===== src/rtl/shifter_pkg.sv =====
// Shared types and constants for the serial shifter family (PISO transmitter, SIPO receiver).
package shifter_pkg;

  localparam int SHIFTER_WIDTH = 8;

  typedef enum logic [1:0] {IDLE, SHIFT, PARITY} shift_state_t;

  // Wide enough to hold every value from 0 to width inclusive.
  function automatic int cnt_width(input int width);
    return $clog2(width + 1);
  endfunction

endpackage


===== src/rtl/piso_bit_cnt.sv =====
// Bit position counter for the PISO shifter: clear, increment, and a flag on the last data bit.
module piso_bit_cnt
  import shifter_pkg::*;
#(
  parameter int WIDTH = SHIFTER_WIDTH,
  localparam int CW = cnt_width(WIDTH)
) (
  input  logic          clk,
  input  logic          rst,
  input  logic          clear,
  input  logic          inc,
  output logic [CW-1:0] count,
  output logic          term
);

  assign term = (count == CW'(WIDTH - 1));

  // Saturates at the terminal value so the count can never run past the frame.
  always_ff @(posedge clk or posedge rst) begin
    if (rst)
      count <= '0;
    else if (clear)
      count <= '0;
    else if (inc && !term)
      count <= count + CW'(1);
  end

endmodule


===== src/rtl/piso_shifter.sv =====
// Parallel-in serial-out shifter with valid/ready word input and registered serial outputs.
// Optional even-parity trailer bit enabled by defining PISO_PARITY_EN.
module piso_shifter
  import shifter_pkg::*;
#(
  parameter int WIDTH     = SHIFTER_WIDTH,
  parameter bit MSB_FIRST = 1'b1
) (
  input  logic             clk,
  input  logic             rst,
  input  logic [WIDTH-1:0] in_data,
  input  logic             in_valid,
  output logic             in_ready,
  output logic             out,
  output logic             out_valid,
  output logic             out_last
);

  localparam int CW   = cnt_width(WIDTH);
  localparam int OBIT = MSB_FIRST ? WIDTH - 1 : 0;

  shift_state_t     state, state_nxt;
  logic [WIDTH-1:0] sreg, sreg_nxt;
  logic [CW-1:0]    cnt;
  logic             term, clear, inc, accept;
  logic             out_nxt, last_nxt;

  piso_bit_cnt #(.WIDTH(WIDTH)) u_cnt (
    .clk   (clk),
    .rst   (rst),
    .clear (clear),
    .inc   (inc),
    .count (cnt),
    .term  (term)
  );

`ifdef PISO_PARITY_EN
  logic par;

  always_ff @(posedge clk or posedge rst) begin
    if (rst)
      par <= 1'b0;
    else if (accept)
      par <= ^in_data;
  end
`endif

  // in_ready depends only on state and counter; accept then overrides the normal next state.
  always_comb begin
    state_nxt = state;
    sreg_nxt  = sreg;
    clear     = 1'b0;
    inc       = 1'b0;
    in_ready  = 1'b0;
    out_nxt   = 1'b0;
    last_nxt  = 1'b0;
    case (state)
      IDLE: in_ready = 1'b1;
      SHIFT: begin
        sreg_nxt = MSB_FIRST ? {sreg[WIDTH-2:0], 1'b0} : {1'b0, sreg[WIDTH-1:1]};
        if (!term) begin
          inc = 1'b1;
        end else begin
          clear = 1'b1;
`ifdef PISO_PARITY_EN
          state_nxt = PARITY;
`else
          in_ready  = 1'b1;
          state_nxt = IDLE;
`endif
        end
      end
`ifdef PISO_PARITY_EN
      PARITY: begin
        in_ready  = 1'b1;
        state_nxt = IDLE;
      end
`endif
      default: state_nxt = IDLE;
    endcase

    accept = in_ready && in_valid;
    if (accept) begin
      sreg_nxt  = in_data;
      clear     = 1'b1;
      inc       = 1'b0;
      state_nxt = SHIFT;
    end

    // Outputs are precomputed from next state so they can be driven straight from flops.
    if (state_nxt == SHIFT) begin
      out_nxt = sreg_nxt[OBIT];
`ifndef PISO_PARITY_EN
      last_nxt = inc && (cnt == CW'(WIDTH - 2));
`endif
    end
`ifdef PISO_PARITY_EN
    else if (state_nxt == PARITY) begin
      out_nxt  = par;
      last_nxt = 1'b1;
    end
`endif
  end

  always_ff @(posedge clk or posedge rst) begin
    if (rst) begin
      state     <= IDLE;
      sreg      <= '0;
      out       <= 1'b0;
      out_valid <= 1'b0;
      out_last  <= 1'b0;
    end else begin
      state     <= state_nxt;
      sreg      <= sreg_nxt;
      out       <= out_nxt;
      out_valid <= (state_nxt != IDLE);
      out_last  <= last_nxt;
    end
  end

endmodule


===== config.mk =====
export PLATFORM = sky130hd
export DESIGN_NAME = piso_shifter
export DESIGN_NICKNAME = d
export VERILOG_FILES = /design/src/rtl/shifter_pkg.sv /design/src/rtl/piso_bit_cnt.sv /design/src/rtl/piso_shifter.sv
export SDC_FILE = /design/constraint.sdc
export NUM_CORES = 1
export LEC_CHECK = 0
export ABC_AREA = 0
export BUFFER_PORTS_ARGS = -buffer_cell sky130_fd_sc_hd__buf_2
export CORE_AREA = 3 3 45 47
export DETAILED_ROUTE_END_ITERATION = 6
export DIE_AREA = 0 0 48 50
export GPL_TIMING_DRIVEN = 0
export HOLD_SLACK_MARGIN = 0.02
export PLACE_DENSITY_LB_ADDON = 0.25
export SYNTH_ARGS = -nofsm -noshare
export SYNTH_HDL_FRONTEND = slang
export SYNTH_SLANG_ARGS = --single-unit

===== constraint.sdc =====
create_clock -name clk -period 3.3 [get_ports clk]
set_input_delay 0.165 -clock clk [delete_from_list [all_inputs] [get_ports clk]]
set_output_delay 0.165 -clock clk [all_outputs]
set_load 0.02 [all_outputs]

## Word level (Yosys, flattened, before mapping)

Cells that the tools add are included.

- Register bits: 17
- Bits of input ports: 11
- Output and inout bits: 4
- Word-level logic and storage cells: 36

- Add/subtract/negate cells: 1
- Equality and inequality tests: 4
- Multiplexer cells: 16
- Reductions and logical operators: 8

Operators by type and width:

| kind | number |
|---|---|
| two-way mux 8 bit | 2 |
| == test 4 x 3 -> 1 bit (second input constant) | 2 |
| two-way mux 1 bit | 8 |
| two-way mux 4 bit | 2 |
| nonzero test 2 bit | 3 |
| adder 4 x 1 -> 4 bit (second input constant) | 1 |
| == test 2 x 1 -> 1 bit (second input constant) | 2 |
| two-way mux 2 bit | 2 |
| case mux 2 bit (2 select lines) | 1 |
| logical AND 1 bit | 3 |
| zero test 2 bit | 1 |
| case mux 1 bit (2 select lines) | 1 |
| zero test 1 bit | 1 |

## Longest topological paths before layout

- Depth in word-level cells: 8
- Mapped depth: 5
- Depth with buffers taken out: 4

## By module

From an unflattened synthesis, not the netlist that was laid out.

- Cell total of the unflattened synthesis: 63
- Area, all modules: 755.7 um^2

By module, submodules not included:

| module | instances | cells an instance | area an instance (um^2) | sequential area each (um^2) |
|---|---|---|---|---|
| piso_shifter | 1 | 42 | 540.5 | 300.3 |
| piso_bit_cnt | 1 | 21 | 215.2 | 100.1 |

## Worst setup path before layout

Ideal clock, no wire load.

- Kind: reg-to-reg
- Start: register u_cnt.count[0]
- End: register sreg[1]
- Library setup time: 125 ps
- Arrival time: 1412 ps
- Required time: 3175 ps
- Slack: 1763 ps
- Cell stages (with the launch flop): 5
- Buffers on the path: 0
- Clock period less this slack: 1537 ps
- Cell sequence: dfrtp_1 ha_1 and3b_4 o21ai_4 mux2_2

- Longest elaborated chain between the ends: 5
- Elaborated cells on any way between the ends: 6
- Classes of those cells: eq/ne: 1; mux: 3; reduce/logical: 2

RTL lines:

| what | line | source |
|---|---|---|
| start, declared | piso_bit_cnt.sv:12 | `output logic [CW-1:0] count,` |
| start signal, assigned | piso_bit_cnt.sv:25 | `count <= count + CW'(1);` |
| == test 4 x 3 -> 1 bit * | piso_bit_cnt.sv:16 | `assign term = (count == CW'(WIDTH - 1));` |
| two-way mux 1 bit * | piso_shifter.sv:61 | `if (!term) begin` |
| case mux 1 bit (2 select lines) * | piso_shifter.sv:57 | `case (state)` |
| logical AND 1 bit * | piso_shifter.sv:82 | `accept = in_ready && in_valid;` |
| two-way mux 8 bit or nonzero test 2 bit (tied branches) | -- |  |
| end signal, assigned | piso_shifter.sv:114 | `sreg <= sreg_nxt;` |
| end, declared | piso_shifter.sv:23 | `logic [WIDTH-1:0] sreg, sreg_nxt;` |

Mark *: on every way between the ends. The rest lies on a longest branch, timed or not.
A chain may end at the register's enable or synchronous reset.

## Worst setup path in the final report

- Start: register u_cnt.count[0]
- End: register sreg[5]

Same word-level chain as after synthesis.

==> impl_summary.log <==
[metrics] outcome: finished, final reports clean
[metrics] non-filler cells, final: 106
[metrics] count of pins over their slew limit: 0
[metrics] timing startpoint of the critical path: u_cnt.count[0]$_DFFE_PP0P_
[metrics] number of enable-type register cells in the synthesized netlist: 0
[metrics] wire length of the first global-routing pass: 2440 um
[metrics] syn_area_per_cell: 11.9 sq um
[metrics] global-route congestion overflow total: 0
[metrics] cells on worst reg2reg path: 4
[metrics] capturing element type of the critical path: register
[metrics] Synth warnings: 0
[metrics] Pleak: 0.471 nW
[metrics] critical path class: register to register
[metrics] die area: 2400 sq um
[metrics] total negative slack: 0 ps
[metrics] Final setup viols: 0
[metrics] type of the most critical hold path: primary input to register
[metrics] wire length per cell: 13.7 um
[metrics] highest-delay cell along the critical path: sky130_fd_sc_hd__dfrtp_1
[metrics] Critical Path RT: 3490 ps
[metrics] Synth cell types: 29
[metrics] instance count of the mapped netlist: 70
[metrics] root buffer cell: sky130_fd_sc_hd__clkbuf_4
[metrics] worst-case setup slack after placement: 1650 ps
[metrics] transition at the pin with the smallest max-transition slack: 626 ps
[metrics] number of clock sinks seen by CTS: 17
[metrics] Starting Density: 49.5%
[metrics] via count of the first global-routing pass: 535
[metrics] initial antenna violation count: 0
[metrics] number of synthesized register bits: 17
[metrics] sequential area share after synthesis: 50.9%
[metrics] primary flip-flop cell chosen by synthesis mapping: sky130_fd_sc_hd__dfrtp_1
[metrics] clock-pin slew of the registers on the worst-case setup and hold paths: 100 ps
[metrics] R2R setup slack: 1630 ps
[metrics] final worst clock skew: 1.14 ps
[metrics] CP peak stage delay: 430 ps
[metrics] part of the cycle the worst path needs: 50.5%
[metrics] final count of hold timing violations: 0
[metrics] hold_ws: 93.4 ps
[metrics] maximum number of pins on one net before global-route repair: 18
[metrics] met1 Resource Use GR: 20.5%
[metrics] Iter 0 DRT Violations: 18
[metrics] final instance area: 965 sq um
[metrics] placed cells: 101
[metrics] combined global-route utilization of all metal layers: 14.2%
[metrics] end of the critical path: sreg[5]$_DFFE_PP0P_
[metrics] hold bufs inserted after CTS: 1
[metrics] Post-Syn Nets: 83
[metrics] Core ar.: 1690 sq um
[metrics] met2 routing resource usage after global routing: 18.7%
[metrics] post-synthesis cell area: 836 sq um
[metrics] post-route ant nets: 0
[metrics] WHS Path Cells: 2
[metrics] worst voltage drop across the vdd grid: 0.332 mV
[metrics] fin util: 57.1%
[metrics] post-detailed-placement half-perimeter wirelength: 1060 um
[metrics] async set-reset flop share out of synthesis: 100%
[metrics] area growth from synthesis to final layout: 15.4%
[metrics] total vias in the final route: 607
[metrics] category of the worst setup path launch point: register
[metrics] unrepaired setup endpoints after global routing: false
[metrics] DIE HEIGHT: 50 um
[metrics] busiest layer in global routing: met1
[metrics] clock tree from TritonCTS: yes
[metrics] met3 usage in global routing: 4.38%
[metrics] most frequent standard cell in the layout excluding fill and tap cells: sky130_fd_sc_hd__dfrtp_1
[metrics] Via density: 5.73
[metrics] maximum capacitance violations: 0
[metrics] IO Port Bufs: 14
[metrics] fmax: 600 MHz
[metrics] number of buffers on the longest clock path: 2
[metrics] RePlAce Congestion: 0.716
[metrics] critical path data arrival time: 1860 ps
[metrics] Die X: 48 um
[metrics] critical-path maximum fanout: 8
[metrics] Setup Buffers After CTS: 0
[metrics] number of CTS-inserted buffers: 3
[metrics] areal power density over the cells: 486 nW/um^2
[metrics] layout cell share with drive strength beyond 1: 36.0%
[metrics] crit path setup slack, layout: 1630 ps
[metrics] DRC errors left: 0
[metrics] length of the first detailed-routing pass in iterations: 4
[metrics] H-tree levels: 1
[metrics] commonest cells after routing, fill and taps aside: sky130_fd_sc_hd__dfrtp_1, sky130_fd_sc_hd__buf_2, sky130_fd_sc_hd__a22o_1, sky130_fd_sc_hd__mux2_2, sky130_fd_sc_hd__nand2_1
[metrics] antenna diode count: 0
[metrics] number of gates resized after cts: 0
[metrics] Relative slew margins: 58.2%
[metrics] Reg2Reg Launch Point: u_cnt.count[0]$_DFFE_PP0P_
[metrics] reg-to-reg endpoint: sreg[5]$_DFFE_PP0P_
[metrics] instance area at placement: 927 sq um
[metrics] overall power consumption: 0.469 mW
[metrics] floorplan row count: 15
[metrics] shortest period the worst path allows: 1670 ps
[metrics] later-pin clock latency in the skew report: 290 ps
[metrics] I/O pin count: 15
[metrics] cell-by-cell trace of the critical path: ha_1, and3b_4, o21ai_4, mux2_2
[metrics] net total in the final layout: 103
[metrics] overall routed net length: 1450 um
-- cell usage after synthesis, types with 2 or more instances --
cell type	n	area share [%]
sky130_fd_sc_hd__a22o_1	6	6.3
sky130_fd_sc_hd__dfrtp_1	17	51
sky130_fd_sc_hd__ha_1	2	3.0
sky130_fd_sc_hd__nor2_1	2	0.90
sky130_fd_sc_hd__mux2_2	6	8.1
sky130_fd_sc_hd__nand2_1	5	2.2
sky130_fd_sc_hd__buf_6	2	2.7
sky130_fd_sc_hd__inv_1	4	1.8
sky130_fd_sc_hd__a21oi_1	3	1.8
sky130_fd_sc_hd__nand3_1	2	1.2
sky130_fd_sc_hd__mux2i_1	2	2.4
sky130_fd_sc_hd__nor2b_1	2	1.5
-- worst min-delay path by stage --
| stage | start | endpoint | slack (ps) |
|---|---|---|---|
| 6_report | in_data[1] | sreg[1]$_DFFE_PP0P_ | 90 |
| 5_1_grt | in_data[2] | sreg[2]$_DFFE_PP0P_ | 80 |
| 4_1_cts | in_data[2] | sreg[2]$_DFFE_PP0P_ | 90 |
| 3_5_place_dp | rst | u_cnt.count[3]$_DFFE_PP0P_ | 280 |
| 3_3_place_gp | rst | u_cnt.count[3]$_DFFE_PP0P_ | 280 |
| 2_1_floorplan | rst | out$_DFF_PP0_ | 90 |
-- layer usage --
layer  up-vias  part of all wire (%)
met5         -                     0
li1        290                     -
met2        21                    45
met1       296                    50
met4         0                     0
met3         0                   5.2
-- area by class of cell --
class	instances	area, sq um
Sequential cell	17	425
Inverter	5	18.8
Multi-Input combinational cell	45	364
Tap cell	17	21.3
Clock inverter	1	5.00
Timing Repair Buffer	15	80.1
Fill cell	156	724
Buffer	3	27.5
Clock buffer	3	22.5
-- kinds of logic after synthesis --
group                    synth area share [%]
adder cells (fa/ha/maj)                  2.99
multiplexers                             10.5
other                                   0.449
buffers and inverters                    5.54
AO/OA/AOI/OAI                            17.2
flip-flops                               50.9
AND/OR/NAND/NOR                          12.4
-- registers in the layout (all words and copies together), names as in the netlist --
name / flops
out: 1
out_valid: 1
out_last: 1
sreg: 8
state: 2
u_cnt.count: 4
-- critical path, delay by kind of cell (launching register included) --
family	cells	cell delay, ps
fa+ha+maj	1	260
flops	1	430
simple gates	1	220
compound gates	1	270
mux	1	380
-- report_power, final --
part | internal, mW | switching [mW]
Sequential | 0.238 | 0.0273
Combinational | 0.0489 | 0.0416
Clock | 0.0452 | 0.0679
Note: power is estimated with default switching activity, not from simulation.
